### src/rtl/tdc7200_spi_responder.sv
// TDC7200 register-interface stand-in: SPI mode-0 slave with config registers,
// a timed pseudo-measurement started by a CONFIG1 START write, and result
// registers latched from input ports when the measurement completes.
//
// SPI FSM
//   state   | meaning
//   S_IDLE  | cs_n high, waiting for cs_n to fall
//   S_CMD   | shifting in the 8-bit command byte
//   S_WDATA | shifting in write data, one byte per commit
//   S_RDATA | shifting out read data (8 or 24 bits per register)
//   S_DONE  | transfer finished, miso held 0 until cs_n rises
//
// Measurement FSM
//   state   | meaning
//   M_IDLE  | no measurement running
//   M_BUSY  | down-counting towards result latch
//   M_DONE  | results latched this cycle, returns to M_IDLE
module tdc7200_spi_responder #(
  parameter int MEAS_CYCLES = 1000,
  parameter int SYNC_STAGES = 2
) (
  input  logic        clk,
  input  logic        rst,
  input  logic        en_i,
  input  logic        sck_i,
  input  logic        cs_n_i,
  input  logic        mosi_i,
  output logic        miso_o,
  output logic        miso_oe_o,
  output logic        irq_o,
  input  logic [23:0] meas_time1_i,
  input  logic [23:0] meas_clock_count1_i,
  input  logic [23:0] meas_time2_i,
  input  logic [23:0] meas_cal1_i,
  input  logic [23:0] meas_cal2_i
);

  localparam int CW = (MEAS_CYCLES > 1) ? $clog2(MEAS_CYCLES) : 1;
  localparam logic [CW-1:0] CNT_LOAD = CW'(MEAS_CYCLES - 1);

  typedef enum logic [2:0] {
    S_IDLE,
    S_CMD,
    S_WDATA,
    S_RDATA,
    S_DONE
  } spi_state_t;

  typedef enum logic [1:0] {
    M_IDLE,
    M_BUSY,
    M_DONE
  } meas_state_t;

  // Disabled chip behaves exactly like a chip in reset.
  logic clr;
  assign clr = ~rst | ~en_i;

  // ---------------------------------------------------------------------------
  // Input synchronizers and edge detection
  // ---------------------------------------------------------------------------
  logic [SYNC_STAGES-1:0] sck_sync_q, cs_sync_q, mosi_sync_q;
  logic sck_prev_q, cs_prev_q;
  logic sck_s, cs_s, mosi_s;
  logic sck_rise, sck_fall, cs_fall;

  // Bring the asynchronous SPI pins into the clk domain.
  always_ff @(posedge clk) begin
    if (clr) begin
      sck_sync_q  <= '0;
      cs_sync_q   <= '1;
      mosi_sync_q <= '0;
      sck_prev_q  <= 1'b0;
      cs_prev_q   <= 1'b1;
    end else begin
      sck_sync_q  <= {sck_sync_q[SYNC_STAGES-2:0], sck_i};
      cs_sync_q   <= {cs_sync_q[SYNC_STAGES-2:0], cs_n_i};
      mosi_sync_q <= {mosi_sync_q[SYNC_STAGES-2:0], mosi_i};
      sck_prev_q  <= sck_s;
      cs_prev_q   <= cs_s;
    end
  end

  assign sck_s    = sck_sync_q[SYNC_STAGES-1];
  assign cs_s     = cs_sync_q[SYNC_STAGES-1];
  assign mosi_s   = mosi_sync_q[SYNC_STAGES-1];
  assign sck_rise = sck_s & ~sck_prev_q;
  assign sck_fall = ~sck_s & sck_prev_q;
  assign cs_fall  = ~cs_s & cs_prev_q;

  // ---------------------------------------------------------------------------
  // Register file storage
  // ---------------------------------------------------------------------------
  logic [7:0]  config1_q, config2_q, int_mask_q;
  logic        int_status_q;
  logic        irq_q;
  logic [23:0] time1_q, clock_count1_q, time2_q, cal1_q, cal2_q;

  // ---------------------------------------------------------------------------
  // SPI FSM
  // ---------------------------------------------------------------------------
  spi_state_t  state_q, state_d;
  logic [4:0]  bit_cnt_q, bit_cnt_d;
  logic        ainc_q, ainc_d;
  logic [5:0]  addr_q, addr_d;
  logic [6:0]  rx_q, rx_d;
  logic [23:0] tx_q, tx_d;
  logic        miso_q, miso_d;
  logic        miso_oe_q;

  logic        wr_en;
  logic [5:0]  wr_addr;
  logic [7:0]  wr_data;
  logic        rd_1c_done;
  logic [5:0]  ld_addr;
  logic [23:0] ld_value;
  logic [4:0]  last_bit;

  // Registers holding the SPI transfer state.
  always_ff @(posedge clk) begin
    if (clr) begin
      state_q   <= S_IDLE;
      bit_cnt_q <= '0;
      ainc_q    <= 1'b0;
      addr_q    <= '0;
      rx_q      <= '0;
      tx_q      <= '0;
      miso_q    <= 1'b0;
      miso_oe_q <= 1'b0;
    end else begin
      state_q   <= state_d;
      bit_cnt_q <= bit_cnt_d;
      ainc_q    <= ainc_d;
      addr_q    <= addr_d;
      rx_q      <= rx_d;
      tx_q      <= tx_d;
      miso_q    <= miso_d;
      miso_oe_q <= ~cs_s;
    end
  end

  // The shift register is loaded either from the just-decoded command address
  // or, on auto-increment, from the following address.
  assign ld_addr  = (state_q == S_CMD) ? {rx_q[4:0], mosi_s} : addr_q + 6'd1;
  assign last_bit = (addr_q[5:4] == 2'b01) ? 5'd23 : 5'd7;

  // Read mux; 8-bit registers are left-aligned so the MSB always leaves first.
  always_comb begin
    ld_value = '0;
    case (ld_addr)
      6'h00:   ld_value = {config1_q, 16'h0000};
      6'h01:   ld_value = {config2_q, 16'h0000};
      6'h02:   ld_value = {7'b0, int_status_q, 16'h0000};
      6'h03:   ld_value = {int_mask_q, 16'h0000};
      6'h10:   ld_value = time1_q;
      6'h11:   ld_value = clock_count1_q;
      6'h12:   ld_value = time2_q;
      6'h1B:   ld_value = cal1_q;
      6'h1C:   ld_value = cal2_q;
      default: ld_value = '0;
    endcase
  end

  // SPI next-state logic: command decode, write commit, read shifting.
  always_comb begin
    state_d    = state_q;
    bit_cnt_d  = bit_cnt_q;
    ainc_d     = ainc_q;
    addr_d     = addr_q;
    rx_d       = rx_q;
    tx_d       = tx_q;
    miso_d     = miso_q;
    wr_en      = 1'b0;
    wr_addr    = addr_q;
    wr_data    = {rx_q, mosi_s};
    rd_1c_done = 1'b0;

    case (state_q)
      S_IDLE: begin
        miso_d = 1'b0;
        if (cs_fall) begin
          state_d   = S_CMD;
          bit_cnt_d = '0;
        end
      end

      S_CMD: begin
        miso_d = 1'b0;
        if (sck_rise) begin
          rx_d      = {rx_q[5:0], mosi_s};
          bit_cnt_d = bit_cnt_q + 5'd1;
          if (bit_cnt_q == 5'd7) begin
            bit_cnt_d = '0;
            ainc_d    = rx_q[6];
            addr_d    = {rx_q[4:0], mosi_s};
            if (rx_q[5]) begin
              state_d = S_WDATA;
            end else begin
              state_d = S_RDATA;
              tx_d    = ld_value;
            end
          end
        end
      end

      S_WDATA: begin
        miso_d = 1'b0;
        if (sck_rise) begin
          rx_d      = {rx_q[5:0], mosi_s};
          bit_cnt_d = bit_cnt_q + 5'd1;
          if (bit_cnt_q == 5'd7) begin
            wr_en     = 1'b1;
            bit_cnt_d = '0;
            if (ainc_q) begin
              addr_d = addr_q + 6'd1;
            end else begin
              state_d = S_DONE;
            end
          end
        end
      end

      S_RDATA: begin
        if (sck_fall) begin
          miso_d = tx_q[23];
          tx_d   = {tx_q[22:0], 1'b0};
        end else if (sck_rise) begin
          bit_cnt_d = bit_cnt_q + 5'd1;
          if (bit_cnt_q == last_bit) begin
            bit_cnt_d  = '0;
            rd_1c_done = (addr_q == 6'h1C);
            if (ainc_q) begin
              addr_d = addr_q + 6'd1;
              tx_d   = ld_value;
            end else begin
              state_d = S_DONE;
              miso_d  = 1'b0;
            end
          end
        end
      end

      S_DONE: begin
        miso_d = 1'b0;
      end

      default: begin
        state_d = S_IDLE;
        miso_d  = 1'b0;
      end
    endcase

    // Deselect aborts anything in flight; partial bytes are simply dropped.
    if (cs_s) begin
      state_d    = S_IDLE;
      miso_d     = 1'b0;
      wr_en      = 1'b0;
      rd_1c_done = 1'b0;
    end
  end

  assign miso_o    = miso_q;
  assign miso_oe_o = miso_oe_q;
  assign irq_o     = irq_q;

  // ---------------------------------------------------------------------------
  // Measurement FSM
  // ---------------------------------------------------------------------------
  meas_state_t   m_state_q, m_state_d;
  logic [CW-1:0] cnt_q;
  logic          start_w;
  logic          meas_fire;

  assign start_w   = wr_en && (wr_addr == 6'h00) && wr_data[0];
  assign meas_fire = (m_state_q == M_BUSY) && (cnt_q == '0) && !start_w;

  // Measurement state register.
  always_ff @(posedge clk) begin
    if (clr) m_state_q <= M_IDLE;
    else     m_state_q <= m_state_d;
  end

  // Measurement next-state; a new START always (re)enters M_BUSY.
  always_comb begin
    m_state_d = m_state_q;
    case (m_state_q)
      M_IDLE:  if (start_w) m_state_d = M_BUSY;
      M_BUSY:  if (start_w) m_state_d = M_BUSY;
               else if (cnt_q == '0) m_state_d = M_DONE;
      M_DONE:  m_state_d = start_w ? M_BUSY : M_IDLE;
      default: m_state_d = M_IDLE;
    endcase
  end

  // Measurement down-counter; reaching zero in M_BUSY triggers the latch.
  always_ff @(posedge clk) begin
    if (clr) begin
      cnt_q <= '0;
    end else if (start_w) begin
      cnt_q <= CNT_LOAD;
    end else if ((m_state_q == M_BUSY) && (cnt_q != '0)) begin
      cnt_q <= cnt_q - 1'b1;
    end
  end

  // Register file updates: SPI writes first, then clears, then completion so
  // a completion event is never lost to a same-cycle config write.
  always_ff @(posedge clk) begin
    if (clr) begin
      config1_q      <= 8'h00;
      config2_q      <= 8'h40;
      int_status_q   <= 1'b0;
      int_mask_q     <= 8'h07;
      irq_q          <= 1'b0;
      time1_q        <= '0;
      clock_count1_q <= '0;
      time2_q        <= '0;
      cal1_q         <= '0;
      cal2_q         <= '0;
    end else begin
      if (wr_en) begin
        case (wr_addr)
          6'h00: config1_q <= wr_data;
          6'h01: config2_q <= wr_data;
          6'h02: if (wr_data[0]) begin
                   int_status_q <= 1'b0;
                   irq_q        <= 1'b0;
                 end
          6'h03: int_mask_q <= wr_data;
          default: ;
        endcase
      end
      if (start_w || rd_1c_done) irq_q <= 1'b0;
      if (meas_fire) begin
        time1_q        <= meas_time1_i;
        clock_count1_q <= meas_clock_count1_i;
        time2_q        <= meas_time2_i;
        cal1_q         <= meas_cal1_i;
        cal2_q         <= meas_cal2_i;
        int_status_q   <= 1'b1;
        config1_q[0]   <= 1'b0;
        if (int_mask_q[0]) irq_q <= 1'b1;
      end
    end
  end

endmodule
### config.mk
export PLATFORM = sky130hd
export DESIGN_NAME = tdc7200_spi_responder
export DESIGN_NICKNAME = d
export VERILOG_FILES = /design/src/rtl/tdc7200_spi_responder.sv
export SDC_FILE = /design/constraint.sdc
export NUM_CORES = 1
export LEC_CHECK = 0
export CORE_MARGIN = 2
export CORE_UTILIZATION = 55
export CTS_BUF_LIST = sky130_fd_sc_hd__clkbuf_16
export DETAILED_ROUTE_END_ITERATION = 6
export HOLD_SLACK_MARGIN = 0.03
export PLACE_DENSITY = 0.77
export REMOVE_ABC_BUFFERS = 1
export SYNTH_ARGS = -nofsm -noshare
export SYNTH_HDL_FRONTEND = slang
export SYNTH_SLANG_ARGS = --single-unit
export TNS_END_PERCENT = 20
### constraint.sdc
create_clock -name clk -period 3.55 [get_ports clk]
set_clock_uncertainty 0.05 [all_clocks]
set_input_delay 0.71 -clock clk [delete_from_list [all_inputs] [get_ports clk]]
set_output_delay 0.71 -clock clk [all_outputs]
set_load 0.005 [all_outputs]
==> results by group, run 1 <==
Placement
  – PortBufs: approximately 130
  – Post-DP HPWL: ~17000 µm
  – Final Wtd Congestion: slightly below 1
  – Dpl ws: ~0.63 ns

CTS
  – Worst skew pair latency: 0.51 ns
  – CTS tree: done
  – H-tree Lvls: 1
  – Clock buffer count from CTS: 23
  – Hold buffers post-CTS: 0
  – Root Driver: clkbuf_16
  – Post-cts resize count: 0
  – Worst-path clk slew: approximately 0.06 ns
  – Sink Count: approximately 210
  – Maximum clock path buffer count: 3
  – Post-CTS setup buffers: 0

Setup path
  – Worst EP required: between 3 and 4 ns
  – Data arrival time of the worst path: around 3.4 ns
  – Crit. End Element: flop
  – Max FO, Critical Path: 8
  – CP startpoint kind: flop
  – FF-to-FF path depth: 8
  – Crit Path Class: flop to flop
  – Reg2reg setup slack: between 0.5 and 0.6 ns
  – Reg2reg start: addr_q[0]$_SDFFE_PP0P_
  – Reg2reg end: tx_q[19]$_SDFFE_PP0P_

Final layout
  – Final Util: 69.2%
  – Sequential Area: between 4000 and 5000 µm²
  – Filler cells: ~1300
  – Diode count: 0
  – Final #Nets: between 1000 and 1500
  – Area delta synth->final: 24.2%
  – Share of layout cells above drive strength 1: approximately 7.9%
  – Multi-input gate area: 4420 µm²

Timing
  – Final min period: around 3.0 ns
  – Setup violations, final: 0
  – RSZ-0062 raised after global routing: no
  – Rel. slew slack: between 10% and 20%
  – Hold Slack: roughly 0.36 ns
  – Setup slack after layout: roughly 0.58 ns
  – Crit share post-route: 83.6%
  – Least-Margin Pin Slew: between 1 and 1.5 ns
  – Final Hold Vio Count: 0
  – Fmax: ~340 MHz
  – Max-slew violations: 0
  – TNS Setup: 0 ns

Synth
  – Avg Inst Size Synth: roughly 9.5 µm²
  – Ys async rst share: 0%
  – Number of flops mapped to enable cells by yosys: 0
  – Post-Syn Area: between 9000 and 10000 µm²
  – Seq/Total Area, Yosys: between 40% and 50%
  – Post-Syn Instances: about 960
  – Primary FF master, synth: dfxtp_1
  – Synth Warn #: 0
  – Synth unique cells: around 70
  – FF+latch count, synth: about 210

Floorplan
  – Core area: 16400 µm²
  – I/O pin cnt: approximately 130
  – Initial Utilization: 55.7%
  – Chip Width: around 130 µm
  – Die Y: roughly 130 µm
  – Die area: roughly 18000 µm²
  – Row count: 47

Routing
  – Post-DRT Antenna Nets: 0
  – Via density per instance: 6.06
  – Drt drc: 0
  – Routed len/inst: ~19 µm
  – Routed wire length: ~24000 µm
  – Drt first pass iters: 6
  – DR iter-0 viols: around 540
  – Vias: slightly below 8000

GRT
  – First-pass GRT wire length: 39500 µm
  – Global Route Usage Sum: between 20% and 30%
  – Largest net degree at the start of global routing: 72
  – Antenna violations before repair: 0
  – GR Overflow Total: 0
  – Vias in the first global route: roughly 7700

Hold path
  – Critical hold path startpoint: cs_sync_q[0]$_SDFF_PP1_
  – Hold Path Class: flop to flop
  – Hold path depth: 1
  – Hold endpoint: cs_sync_q[1]$_SDFF_PP1_

Power and ir drop
  – Worst VDD drop: roughly 0.33 mV
  – Static leakage: between 3 and 4 nW
  – Final Power: between 4 and 5 mW
  – Pwr/cell area: roughly 420 nW/µm²

Outcome
  – Outcome: completed

Job
  – Max-Cap Viols: 0
==> area by class of cell <==
class | count | area share [%]
inverter | 13 | 0.430
tap | 220 | 2.43
clock inverter | 15 | 0.871
timing repair buffer | 168 | 14.5
sequential | 214 | 37.8
clock buffer | 23 | 5.07
multi-input combinational | 651 | 39.0
==> per-layer routing <==
layer,track usage [%],part of all wire [%],vias to the layer above
li1,-,-,3826
met1,37.5,45,3729
met2,43.6,46,301
met3,5.36,6.7,44
met4,8.18,2.4,0
met5,0,0,-
==> critical path: stages, from the launching register on <==
cell and delay, ns:
dfxtp_1 0.43, clkinv_1 0.29, ha_1 0.46, or3_1 0.45, nand2_1 0.22, nor4b_2 0.53, a222oi_1 0.18, and3_1 0.18
o21ai_1 0.11
==> stage by stage <==
| step | cell area, µm² | instances |
|---|---|---|
| 5_1_grt | 11300 | 1304 |
| 4_1_cts | 11300 | 1304 |
| 3_3_place_gp | 10700 | 1266 |
| 6_report | 11300 | 1304 |
| 2_1_floorplan | 8710 | 878 |
| 3_5_place_dp | 10700 | 1266 |
==> cells in the mapped netlist (6+ instances only) <==
cell / instances / area share [%]
nand2b_1: 13 / 0.89
o2bb2ai_1: 12 / 1.2
clkbuf_1: 35 / 1.4
o21ai_1: 13 / 0.71
nand2_1: 81 / 3.3
a21oi_1: 53 / 2.9
a31oi_1: 6 / 0.41
a221oi_1: 17 / 1.6
ha_1: 8 / 1.1
a222oi_1: 8 / 0.88
a22o_1: 129 / 12
a21o_1: 22 / 1.8
or3_1: 6 / 0.41
inv_1: 12 / 0.49
and3_1: 14 / 0.96
nand3_1: 47 / 2.6
nor3_1: 15 / 0.82
buf_2: 36 / 2.0
a211oi_1: 10 / 0.82
nor3b_1: 6 / 0.49
a22oi_1: 32 / 2.6
nor2b_1: 7 / 0.48
buf_6: 8 / 0.99
mux2i_1: 13 / 1.4
nor2_1: 45 / 1.8
xnor2_1: 9 / 0.86
o21ai_0: 16 / 0.88
nand3b_1: 6 / 0.49
dfxtp_1: 214 / 47
==> power breakdown <==
part | switching, mW | internal (mW)
Combinational | 0.0695 | 0.130
Sequential | 0.000659 | 2.40
Clock | 0.942 | 1.24
Total | 1.01 | 3.78
==> state kept, by name, summed over array words and instances, names as in the netlist, 10 cells and up <==
signal and count:
time2_q 24, cnt_q 10, cal1_q 24, time1_q 24, cal2_q 24, clock_count1_q 24, tx_q 24
==> worst max path at each step <==
stage | start | end | slack (ns) | cells after the start
final | addr_q[0]$_SDFFE_PP0P_ | tx_q[19]$_SDFFE_PP0P_ | 0.58 | 8
after global routing | addr_q[0]$_SDFFE_PP0P_ | tx_q[18]$_SDFFE_PP0P_ | 0.30 | 8
after CTS | addr_q[1]$_SDFFE_PP0P_ | tx_q[23]$_SDFFE_PP0P_ | 0.66 | 9
after detailed placement | addr_q[1]$_SDFFE_PP0P_ | tx_q[23]$_SDFFE_PP0P_ | 0.63 | 9
after global placement | addr_q[1]$_SDFFE_PP0P_ | tx_q[9]$_SDFFE_PP0P_ | 0.73 | 11
after floorplan | rst | cal1_q[0]$_SDFFE_PP0P_ | -1.37 | 3
==> logic make-up (layout without fill, tap and decap cells) <==
family	count (synthesis)	after routing	share of synthesized area [%]
flops	214	214	46.9
xor+xnor	13	13	1.25
buf+inv	97	219	5.26
mux	13	13	1.42
compound gates	349	349	29.2
fa+ha+maj	8	8	1.10
simple gates	268	268	14.9
==> cell usage in the layout (no fill, tap or decap), types with 22 or more instances in the layout <==
| cell type | instances |
|---|---|
| a21o_1 | 22 |
| clkdlybuf4s50_1 | 128 |
| clkbuf_16 | 23 |
| nor2_1 | 45 |
| dfxtp_1 | 214 |
| a21oi_1 | 53 |
| nand3_1 | 47 |
| buf_4 | 35 |
| nand2_1 | 80 |
| a22oi_1 | 32 |
| a22o_1 | 129 |
No activity file was read; power rests on OpenSTA's default activity.
==> inputs of run 2 (changes only) <==
- clock period: 3.55 -> 3.1 ns (I/O delays scaled with it)
==> run 2 against run 1 <==
Against the previous run: core utilization grew 0.72 points; power up 15%; die area unchanged; combinational power rose by 13%; via count up 1.9%; fmax up 2.6%; sequential cell count stayed put; first-iteration DRC count up 31%; sequential power up 15%; worst setup slack lost 0.37 ns.
==> results by group, run 2 (synthesized netlist as in run 1, its figures left out) <==
GRT
  – Vias in the first global route: around 7700
  – Global Route Usage Sum: roughly 27%
  – First-pass GRT wire length: approximately 40000 µm
  – Antenna violations before repair: 0
  – Largest net degree at the start of global routing: 99
  – GR Overflow Total: 0

Final layout
  – Filler cells: 1264
  – Commonest cells after routing, fill and taps aside: dfxtp_1 (214), a22o_1 (129), clkdlybuf4s50_1 (128)
  – Multi-input gate area: approximately 4400 µm²
  – Share of layout cells above drive strength 1: ~8.5%
  – Area delta synth->final: 25.5%
  – Sequential Area: roughly 4300 µm²
  – Commonest non-fill, non-tap cell in the layout: dfxtp_1
  – Diode count: 0
  – Layout Cells excl Fill: roughly 1300
  – Final Util: between 60 and 70%
  – Final #Nets: between 1000 and 1500

Floorplan
  – Initial Utilization: 55.7%
  – Die Y: roughly 130 µm
  – Chip Width: around 130 µm
  – Core area: 16400 µm²
  – Die area: 17700 µm²
  – I/O pin cnt: about 130
  – Row count: 47

CTS
  – H-tree Lvls: 1
  – Worst-path clk slew: approximately 0.060 ns
  – Maximum clock path buffer count: 3
  – Root Driver: clkbuf_16
  – Sink Count: roughly 210
  – Clock buffer count from CTS: 22
  – Worst skew pair latency: 0.50 ns
  – CTS tree: done

Outcome
  – Outcome: completed

Setup path
  – Reg2reg start: addr_q[1]$_SDFFE_PP0P_
  – Buf/Inv on CP: 1
  – CP cell instances: ha_2 -> xnor2_1 -> and4_1 -> or2_1 -> buf_4 -> a22oi_1 -> nor2_1 -> a211oi_1 -> o31ai_1
  – FF-to-FF path depth: 9
  – Worst EP required: roughly 3.4 ns
  – Reg2reg end: tx_q[0]$_SDFFE_PP0P_
  – Reg2reg setup slack: roughly 0.21 ns
  – Max incr delay on CP: between 0.4 and 0.5 ns
  – Max FO, Critical Path: 11
  – CP startpoint kind: flop
  – Critical Path Slowest Stage Cell: dfxtp_1
  – Crit. End Element: flop
  – Crit Path Class: flop to flop
  – Data arrival time of the worst path: ~3.2 ns
  – Critical path's top delay family: simple AND/OR/NAND/NOR gates

Timing
  – Setup violations, final: 0
  – RSZ-0062 raised after global routing: no
  – Rel. slew slack: roughly 48%
  – Max-slew violations: 0
  – Final Hold Vio Count: 0
  – Fmax: 346 MHz
  – Setup slack after layout: roughly 0.21 ns
  – Crit share post-route: 93.3%
  – Least-Margin Pin Slew: just under 0.8 ns
  – Hold Slack: roughly 0.38 ns
  – Final min period: roughly 2.9 ns

Routing
  – Post-DRT Antenna Nets: 0
  – Metal-1 WL: 11000 µm
  – Uppermost layer routed: met4
  – DR iter-0 viols: just over 700
  – Drt drc: 0
  – Met3 WL: between 1500 and 2000 µm
  – Met2 wire length: 11000 µm
  – Routed wire length: ~25000 µm
  – Drt first pass iters: 7
  – Via density per instance: 6.13
  – Vias: about 8100
  – Routed len/inst: 18.7 µm

Placement
  – Dpl cells: approximately 1300
  – Post-DP HPWL: 16900 µm
  – PortBufs: approximately 130
  – Dpl ws: 0.167 ns
  – Final Wtd Congestion: 0.988

Hold path
  – Hold endpoint: cs_sync_q[1]$_SDFF_PP1_
  – Hold Path Class: flop to flop
  – Hold path depth: 1
  – Critical hold path startpoint: cs_sync_q[0]$_SDFF_PP1_

Power and ir drop
  – Static leakage: between 4 and 5 nW
  – Pwr/cell area: about 480 nW/µm²
  – Final Power: around 5.5 mW
  – Worst VDD drop: 0.375 mV

Job
  – Max-Cap Viols: 0
-- run 2: cell count changes in the layout (fill, tap and decap cells not counted), sizes merged --
cell,delta
buf,+11
bufinv,+1
clkinv,-3
clkinvlp,-2
inv,+3
-- run 2: where the power goes --
group          switching, mW  internal [mW]
clock network           1.04           1.49
registers            0.00107           2.75
logic                 0.0788          0.148
total                   1.12           4.39
-- run 2: timing repair --
action | CTS | global route
setup endpoints to repair | 0 | 21
buffers inserted | 0 | 0
hold buffers | 0 | 0
resized for setup | 0 | 2
-- run 2: how the worst max path moves through the flow --
stage                                  startpoint                     end  slack (ns)  cells past startpoint
final                      addr_q[1]$_SDFFE_PP0P_    tx_q[0]$_SDFFE_PP0P_        0.21                      9
after global routing       addr_q[1]$_SDFFE_PP0P_   tx_q[12]$_SDFFE_PP0P_        0.04                      9
after CTS                  addr_q[1]$_SDFFE_PP0P_    tx_q[0]$_SDFFE_PP0P_        0.18                      9
after detailed placement   addr_q[1]$_SDFFE_PP0P_    tx_q[0]$_SDFFE_PP0P_        0.17                      9
after global placement     addr_q[1]$_SDFFE_PP0P_    tx_q[0]$_SDFFE_PP0P_        0.27                      9
after floorplan           state_q[1]$_SDFFE_PP0P_  cal1_q[0]$_SDFFE_PP0P_       -1.77                      5
-- run 2: per-layer routing --
metal	track usage (%)	vias up
met5	0	-
met4	8.60	0
met3	4.94	49
met2	42.4	305
met1	38.9	3846
li1	-	3853
-- run 2: stage by stage --
step,cell area (µm²),setup TNS [ns]
4_1_cts,11500,0
3_5_place_dp,10800,0
6_report,11500,0
3_3_place_gp,10800,0
2_1_floorplan,8710,-235.06
5_1_grt,11500,0
-- run 2: area by class of cell --
type / count / area share [%]
Clock inverter: 14 / 0.917
Sequential cell: 214 / 37.4
Tap cell: 220 / 2.40
Timing Repair Buffer: 179 / 15.3
Clock buffer: 23 / 5.02
Multi-Input combinational cell: 651 / 38.6
Inverter: 13 / 0.426
==> inputs of run 3 (changes only) <==
- PLACE_DENSITY: 0.77 -> 0.85
==> run 3 against run 2 <==
Against the previous run: combinational power barely moved; register-to-register slack improved by 0.04 ns; largest cell class unchanged; first-iteration DRC count rose by 18%; critical path type unchanged; largest power group is now the clock network; highest routed layer unchanged; global-route usage rose by 0.075 points.
==> results by group, run 3 (synthesized netlist as in run 1, its figures left out) <==
Final layout
  – Final #Nets: roughly 1200
  – Commonest cells after routing, fill and taps aside: dfxtp_1 (214), a22o_1 (129), clkdlybuf4s50_1 (128)
  – Share of layout cells above drive strength 1: 8.60%
  – Multi-input gate area: 4420 µm²
  – Area delta synth->final: 26.0%
  – Commonest non-fill, non-tap cell in the layout: dfxtp_1
  – Sequential Area: 4280 µm²
  – Diode count: 0
  – Filler cells: around 1200
  – Final Util: around 70%

Timing
  – Rel. slew slack: between 40% and 50%
  – Fmax: about 350 MHz
  – RSZ-0062 raised after global routing: no
  – Final min period: ~2.9 ns
  – Max-slew violations: 0
  – Setup violations, final: 0
  – Final Hold Vio Count: 0
  – Crit share post-route: roughly 92%
  – Least-Margin Pin Slew: between 0.8 and 0.9 ns

CTS
  – Clock buffer count from CTS: 23
  – Maximum clock path buffer count: 3
  – Hold buffers post-CTS: 0
  – CTS tree: done
  – Worst skew pair latency: about 0.52 ns
  – H-tree Lvls: 1
  – Root Driver: clkbuf_16
  – Sink Count: roughly 210
  – Worst-path clk slew: around 0.06 ns

Hold path
  – Critical hold path startpoint: cs_sync_q[0]$_SDFF_PP1_
  – Hold endpoint: cs_sync_q[1]$_SDFF_PP1_
  – Hold Path Class: flop to flop
  – Hold path depth: 1

Floorplan
  – Core area: 16400 µm²
  – Chip Width: 133 µm
  – Row count: 47
  – Die Y: 133 µm
  – Initial Utilization: between 50 and 60%
  – Die area: roughly 18000 µm²
  – I/O pin cnt: 129

Setup path
  – Data arrival time of the worst path: 3.20 ns
  – FF-to-FF path depth: 10
  – CP cell instances: ha_1 -> buf_4 -> xnor2_1 -> and4_1 -> nor2_1 -> a21oi_1 -> a2111o_1 -> nand3_1 -> buf_12 -> o21ai_1
  – Reg2reg end: tx_q[15]$_SDFFE_PP0P_
  – Reg2reg start: addr_q[0]$_SDFFE_PP0P_
  – Critical Path Slowest Stage Cell: dfxtp_1
  – Reg2reg setup slack: 0.25 ns
  – Worst EP required: between 3 and 4 ns
  – CP startpoint kind: flop
  – Crit Path Class: flop to flop
  – Max FO, Critical Path: 20
  – Max incr delay on CP: ~0.52 ns
  – Crit. End Element: flop

GRT
  – Vias in the first global route: approximately 7900
  – Global Route Usage Sum: 27.4%
  – GR Overflow Total: 0
  – First-pass GRT wire length: between 30000 and 40000 µm
  – Antenna violations before repair: 0
  – Largest net degree at the start of global routing: 110

Job
  – Max-Cap Viols: 0

Power and ir drop
  – Switching power total: ~1.2 mW
  – Comb power frac: between 3 and 4%
  – Static leakage: between 4 and 5 nW
  – Worst VDD drop: approximately 0.36 mV
  – Internal Power: roughly 4.6 mW
  – Switching Share: approximately a fifth
  – Pwr/cell area: slightly above 500 nW/µm²
  – Flop pwr share: between 40% and 50%
  – Clock power frac: between 40% and 50%
  – Final Power: 5.83 mW

Routing
  – Routed len/inst: between 15 and 20 µm
  – Via density per instance: between 6 and 7
  – DR iter-0 viols: about 840
  – Vias: about 8000
  – Drt drc: 0
  – Routed wire length: about 25000 µm
  – Drt first pass iters: 5
  – Post-DRT Antenna Nets: 0

Outcome
  – Outcome: completed

Placement
  – Post-DP HPWL: about 17000 µm
  – PortBufs: approximately 130
  – Final Wtd Congestion: slightly above 1
run 3: cell types whose count changed in the layout (fill, tap and decap cells not counted), moves of 2 or more:
cell / delta
bufinv_16: +2
clkinv_2: +2
buf_4: -6
inv_1: -4
run 3: worst max-delay path, delay by kind of cell (launching register included):
family	cells	cell delay, ns
flip-flops	1	0.52
adder cells (fa/ha/maj)	1	0.32
AO/OA/AOI/OAI	3	0.67
AND/OR/NAND/NOR	3	0.61
buffers and inverters	2	0.38
XOR/XNOR	1	0.17
run 3: repair_timing:
action                                 CTS  global route
setup endpoints to repair                0             2
endpoints found under the hold margin    0             0
gates resized for setup                  0             1
setup buffers                            0             0
run 3: worst max-delay path by stage:
stage	from	endpoint	slack, ns	cells past startpoint
after floorplan	state_q[1]$_SDFFE_PP0P_	cal1_q[0]$_SDFFE_PP0P_	-1.77	5
after global placement	addr_q[0]$_SDFFE_PP0P_	tx_q[20]$_SDFFE_PP0P_	0.30	9
after detailed placement	addr_q[0]$_SDFFE_PP0P_	tx_q[22]$_SDFFE_PP0P_	0.27	9
after CTS	addr_q[0]$_SDFFE_PP0P_	tx_q[22]$_SDFFE_PP0P_	0.26	9
after global routing	addr_q[0]$_SDFFE_PP0P_	tx_q[5]$_SDFFE_PP0P_	0.06	10
final	addr_q[0]$_SDFFE_PP0P_	tx_q[15]$_SDFFE_PP0P_	0.25	10
run 3: area by class of cell:
type                       count  area share (%)
multi-input combinational    651            38.4
sequential                   214            37.2
timing repair buffer         173            14.8
clock buffer                  23            5.00
tap                          220            2.39
clock inverter                19            1.81
inverter                      13           0.424
run 3: stage by stage:
| step | instance area [µm²] | setup TNS [ns] | instances | setup slack (ns) | hold WS (ns) |
|---|---|---|---|---|---|
| 2_1_floorplan | 8710 | -235.06 | 878 | -1.77 | 0.336 |
| 3_3_place_gp | 10700 | 0 | 1271 | 0.302 | 0.341 |
| 3_5_place_dp | 10700 | 0 | 1271 | 0.272 | 0.342 |
| 4_1_cts | 11500 | 0 | 1313 | 0.256 | 0.357 |
| 5_1_grt | 11500 | 0 | 1313 | 0.0649 | 0.372 |
| 6_report | 11500 | 0 | 1313 | 0.247 | 0.359 |
run 3: power by group through the flow:
| stage | clock (mW) | combinational [mW] | sequential (mW) |
|---|---|---|---|
| 6_report | 2.84 | 0.229 | 2.75 |
| 2_1_floorplan | 0 | 0.0349 | 2.81 |
| 4_1_cts | 2.87 | 0.229 | 2.75 |
| 3_3_place_gp | 0 | 0.228 | 2.81 |
| 3_5_place_dp | 0 | 0.228 | 2.81 |
| 5_1_grt | 2.99 | 0.242 | 2.75 |
run 3: metal layers:
metal | GRT usage, % | up-vias | wire (µm)
li1 | - | 3839 | -
met1 | 37.7 | 3882 | 10900
met2 | 43.7 | 389 | 11400
met3 | 4.94 | 60 | 2030
met4 | 9.62 | 0 | 652
met5 | 0 | - | 0
==> edit 1 (flow settings as in run 2) <==
Re-encode `meas_state_t` (3 states) as one-hot, 3 bits wide.
--- a/src/rtl/tdc7200_spi_responder.sv
+++ b/src/rtl/tdc7200_spi_responder.sv
@@ -47,8 +47,8 @@
   } spi_state_t;
 
-  typedef enum logic [1:0] {
-    M_IDLE,
-    M_BUSY,
-    M_DONE
+  typedef enum logic [2:0] {
+    M_IDLE = 3'b001,
+    M_BUSY = 3'b010,
+    M_DONE = 3'b100
   } meas_state_t;
 
Behaviour: same outputs for any inputs over 10 cycles, from zero or initial values; not proved beyond that.
==> edit 1 against run 2 <==
Sequential cell count is 1 higher. Power increased by 0.73%. Critical path type unchanged. Final area is 3.3% higher. Global-route usage shrank 0.12 points. Routed wire length up 4.4%. Setup slack better by 0.16 ns. Synthesized area grew 5.8%.
==> edit 1: results <==
set metrics [dict create \
    outcome "completed" \
    max-vdd-ir-drop_uv 388 \
    place_area_um2 11100 \
    cp_top_family "compound AO/OA/AOI/OAI gates" \
    clkLatencyLatePin_ns 0.52 \
    wl_met2_um 12400 \
    synthMuxAreaShare_pct 1.66 \
    drtIter0Drc 617 \
    clk_pin_slew_ns 0.06 \
    power.leakage_nw 3.77 \
    critPathMaxStageDelay_ns 0.67 \
    wl_met1_um 11300 \
    crit_arrival_ns 3.04 \
    met2_usage_pct 46.4 \
    synthAdderAreaFrac_pct 1.04 \
    synth_compound_area_share_pct 22.4 \
    use_met1_pct 36.2 \
    grt_usage_pct 27.3 \
    cts_buffer_depth 3 \
    synth_common_cells "nand2_1 (338), dfxtp_1 (215), a21oi_1 (188)" \
    yosys-top-cells-area "dfxtp_1 (45%), nand2_1 (13%), a21oi_1 (9.7%)" \
    drive_gt1_share_pct 6.81 \
    grt.met3_usage_pct 3.74 \
    root_buffer "clkbuf_16" \
    place_ws_ns 0.358 \
    num_vias 8966 \
    path_max_fanout 17 \
    place.gp.congestion 0.875 \
    synth_edf_count 0 \
    p_seq_share_pct 49.8 \
    grt_start_max_net_pins 122 \
    switching_share_pct 21.5 \
    ys_seq_area_share_pct 44.5 \
    synthCells 1229 \
    avgViaCountPerCell 5.74 \
    top_layer_used "met4" \
    power_mw 5.55 \
    share_comb_of_total_power_pct 4.1 \
    placed_cells 1521 \
    cap_viol_max_count 0 \
    synth_xor_area_share_pct 1.18 \
    grt_pass1_vias 8395 \
    ys_types 76 \
    max_slew_margin_pct 30.5 \
    numCtsBuffers 23 \
    hold_violations 0 \
    hp-class "reg2reg" \
    cp_slowest_cell "o21ai_2" \
    dp_hpwl_um 17100 \
    totalWireLength_um 25600 \
    grt_pass1_wl_um 41200 \
    route.met3.wl_um 1450 \
]
edit 1: path summary, 6_finish.rpt:
| path | start | to | slack, ns | depth (start not counted) |
|---|---|---|---|---|
| worst max-delay path | addr_q[0] | tx_q[7] | 0.36 | 9 |
| worst min-delay path | cs_sync_q[0] | cs_sync_q[1] | 0.36 | 1 |
| worst max register to register | addr_q[0] | tx_q[7] | 0.36 | 9 |
| worst min register to register | cs_sync_q[0] | cs_sync_q[1] | 0.36 | 1 |
edit 1: layout make-up:
cell class | instances | area (µm²)
Timing Repair Buffer | 164 | 1650
Inverter | 10 | 37.5
Multi-Input combinational cell | 907 | 4870
Sequential cell | 215 | 4300
Fill cell | 1477 | 5390
Clock inverter | 18 | 121
Tap cell | 225 | 282
Clock buffer | 23 | 576
edit 1: worst register-to-register path, cell delays in order, from the launching register on:
cell	delay, ns
dfxtp_1	0.33
buf_4	0.18
inv_2	0.07
ha_1	0.35
nor2b_1	0.18
a31o_2	0.27
o221ai_1	0.21
nor3_1	0.09
o21ai_2	0.67
o22ai_1	0.17
==> edit 2 (flow settings as in run 2) <==
Made on the original files. `SYNC_STAGES`: 2 -> 4.
--- a/src/rtl/tdc7200_spi_responder.sv
+++ b/src/rtl/tdc7200_spi_responder.sv
@@ -18,5 +18,5 @@
 module tdc7200_spi_responder #(
   parameter int MEAS_CYCLES = 1000,
-  parameter int SYNC_STAGES = 2
+  parameter int SYNC_STAGES = 4
 ) (
   input  logic        clk,
Check against the original RTL: not equivalent (Yosys sat finds a counterexample within 4 cycles, from zero or initial values).
==> edit 2 against run 2 <==
Final area grew 0.60%. Non-clock buffer count shrank 9. Final cell count shrank 1.1%. Power grew 0.37%. Routed wire length shrank 1.2%. Sequential cell count grew 6. Setup slack gained 0.040 ns. Fmax grew 1.4%. Sequential share of layout area grew 0.82 points. Worst hold slack lost 0.020 ns. Synthesized area grew 1.0%. Critical path type unchanged. Synthesized cell count shrank 0.83%.
==> edit 2: results <==
set metrics [dict create \
    outcome "completed" \
    cp_slowest_cell "dfxtp_1" \
    bufAreaShareNonClock_pct 14.6 \
    ys.warnings.count 0 \
    placed_cells 1262 \
    synth_flop_cell "dfxtp_1" \
    grt_usage_pct 26.6 \
    clk_pin_slew_ns 0.06 \
    ys_seq_area_share_pct 47.7 \
    synth_compound_area_share_pct 27.1 \
    multi_input_cells 641 \
    antenna_found_initial 0 \
    grt_pass1_vias 7496 \
    multi_input_area_share_pct 38.7 \
    num-fill-cells 1315 \
    synth_common_cells "dfxtp_1 (220), a22o_1 (131), nand2_1 (81)" \
    dp_hpwl_um 16400 \
    cts_buffer_depth 3 \
    buffers_excl_clock 170 \
    totalWireLength_um 24200 \
    clock-sinks 220 \
    clk_share_pct 5.80 \
    crit_arrival_ns 3.23 \
    place_ws_ns 0.218 \
    place.gp.congestion 0.894 \
    yosys-top-cells-area "dfxtp_1 (48%), a22o_1 (12%), a21oi_1 (3.5%)" \
    n_all_inverters 11 \
    ys_types 69 \
    path_max_fanout 17 \
    dieArea_um2 17800 \
    avgViaCountPerCell 6.06 \
    synthAdderAreaFrac_pct 1.08 \
    synth_xor_area_share_pct 1.23 \
    num_vias 7882 \
    postLayoutCoreUtil_pct 70.1 \
    critPathMaxStageDelay_ns 0.51 \
    synthMuxAreaShare_pct 2.85 \
    numPortBuffers 128 \
    hp-class "reg2reg" \
    fin_nets 1200 \
    clkLatencyLatePin_ns 0.52 \
    n_clock_buffer 22 \
    drive_gt1_share_pct 9.26 \
    grt_pass1_wl_um 39000 \
    cp_top_family "compound AO/OA/AOI/OAI gates" \
    dr.pass1.iters 5 \
    power.leakage_nw 4.27 \
    place_area_um2 10900 \
    synthCells 954 \
    drtIter0Drc 640 \
    htreeDepth 1 \
    grt_start_max_net_pins 63 \
    max_slew_margin_pct 57.6 \
    max-vdd-ir-drop_uv 408 \
    root_buffer "clkbuf_16" \
    seq-cell-share_pct 38.2 \
]
-- edit 2: what timing repair did --
item	in CTS	in global routing
hold buffers	0	0
endpoints found under the setup margin	0	3
buffers inserted	0	0
endpoints found under the hold margin	0	0
gates resized for setup	0	1
-- edit 2: per-layer routing --
metal / share of wire (%) / track usage (%)
met2: 48 / 44.4
met5: 0 / 0
met4: 1.2 / 4.85
met1: 44 / 36.6
met3: 6.9 / 5.02
-- edit 2: worst paths after layout --
path | start | slack (ns) | depth (start not counted) | end
max | addr_q[1] | 0.25 | 9 | tx_q[16]
min | cs_sync_q[1] | 0.36 | 1 | cs_sync_q[2]
max reg2reg | addr_q[1] | 0.25 | 9 | tx_q[16]
min reg2reg | cs_sync_q[1] | 0.36 | 1 | cs_sync_q[2]
-- edit 2: report_power, final --
| group | internal [mW] | switching, mW | total, mW |
|---|---|---|---|
| logic | 0.157 | 0.0816 | 0.238 |
| clock network | 1.38 | 1.09 | 2.46 |
| registers | 2.83 | 0.000567 | 2.83 |
| total | 4.36 | 1.17 | 5.53 |
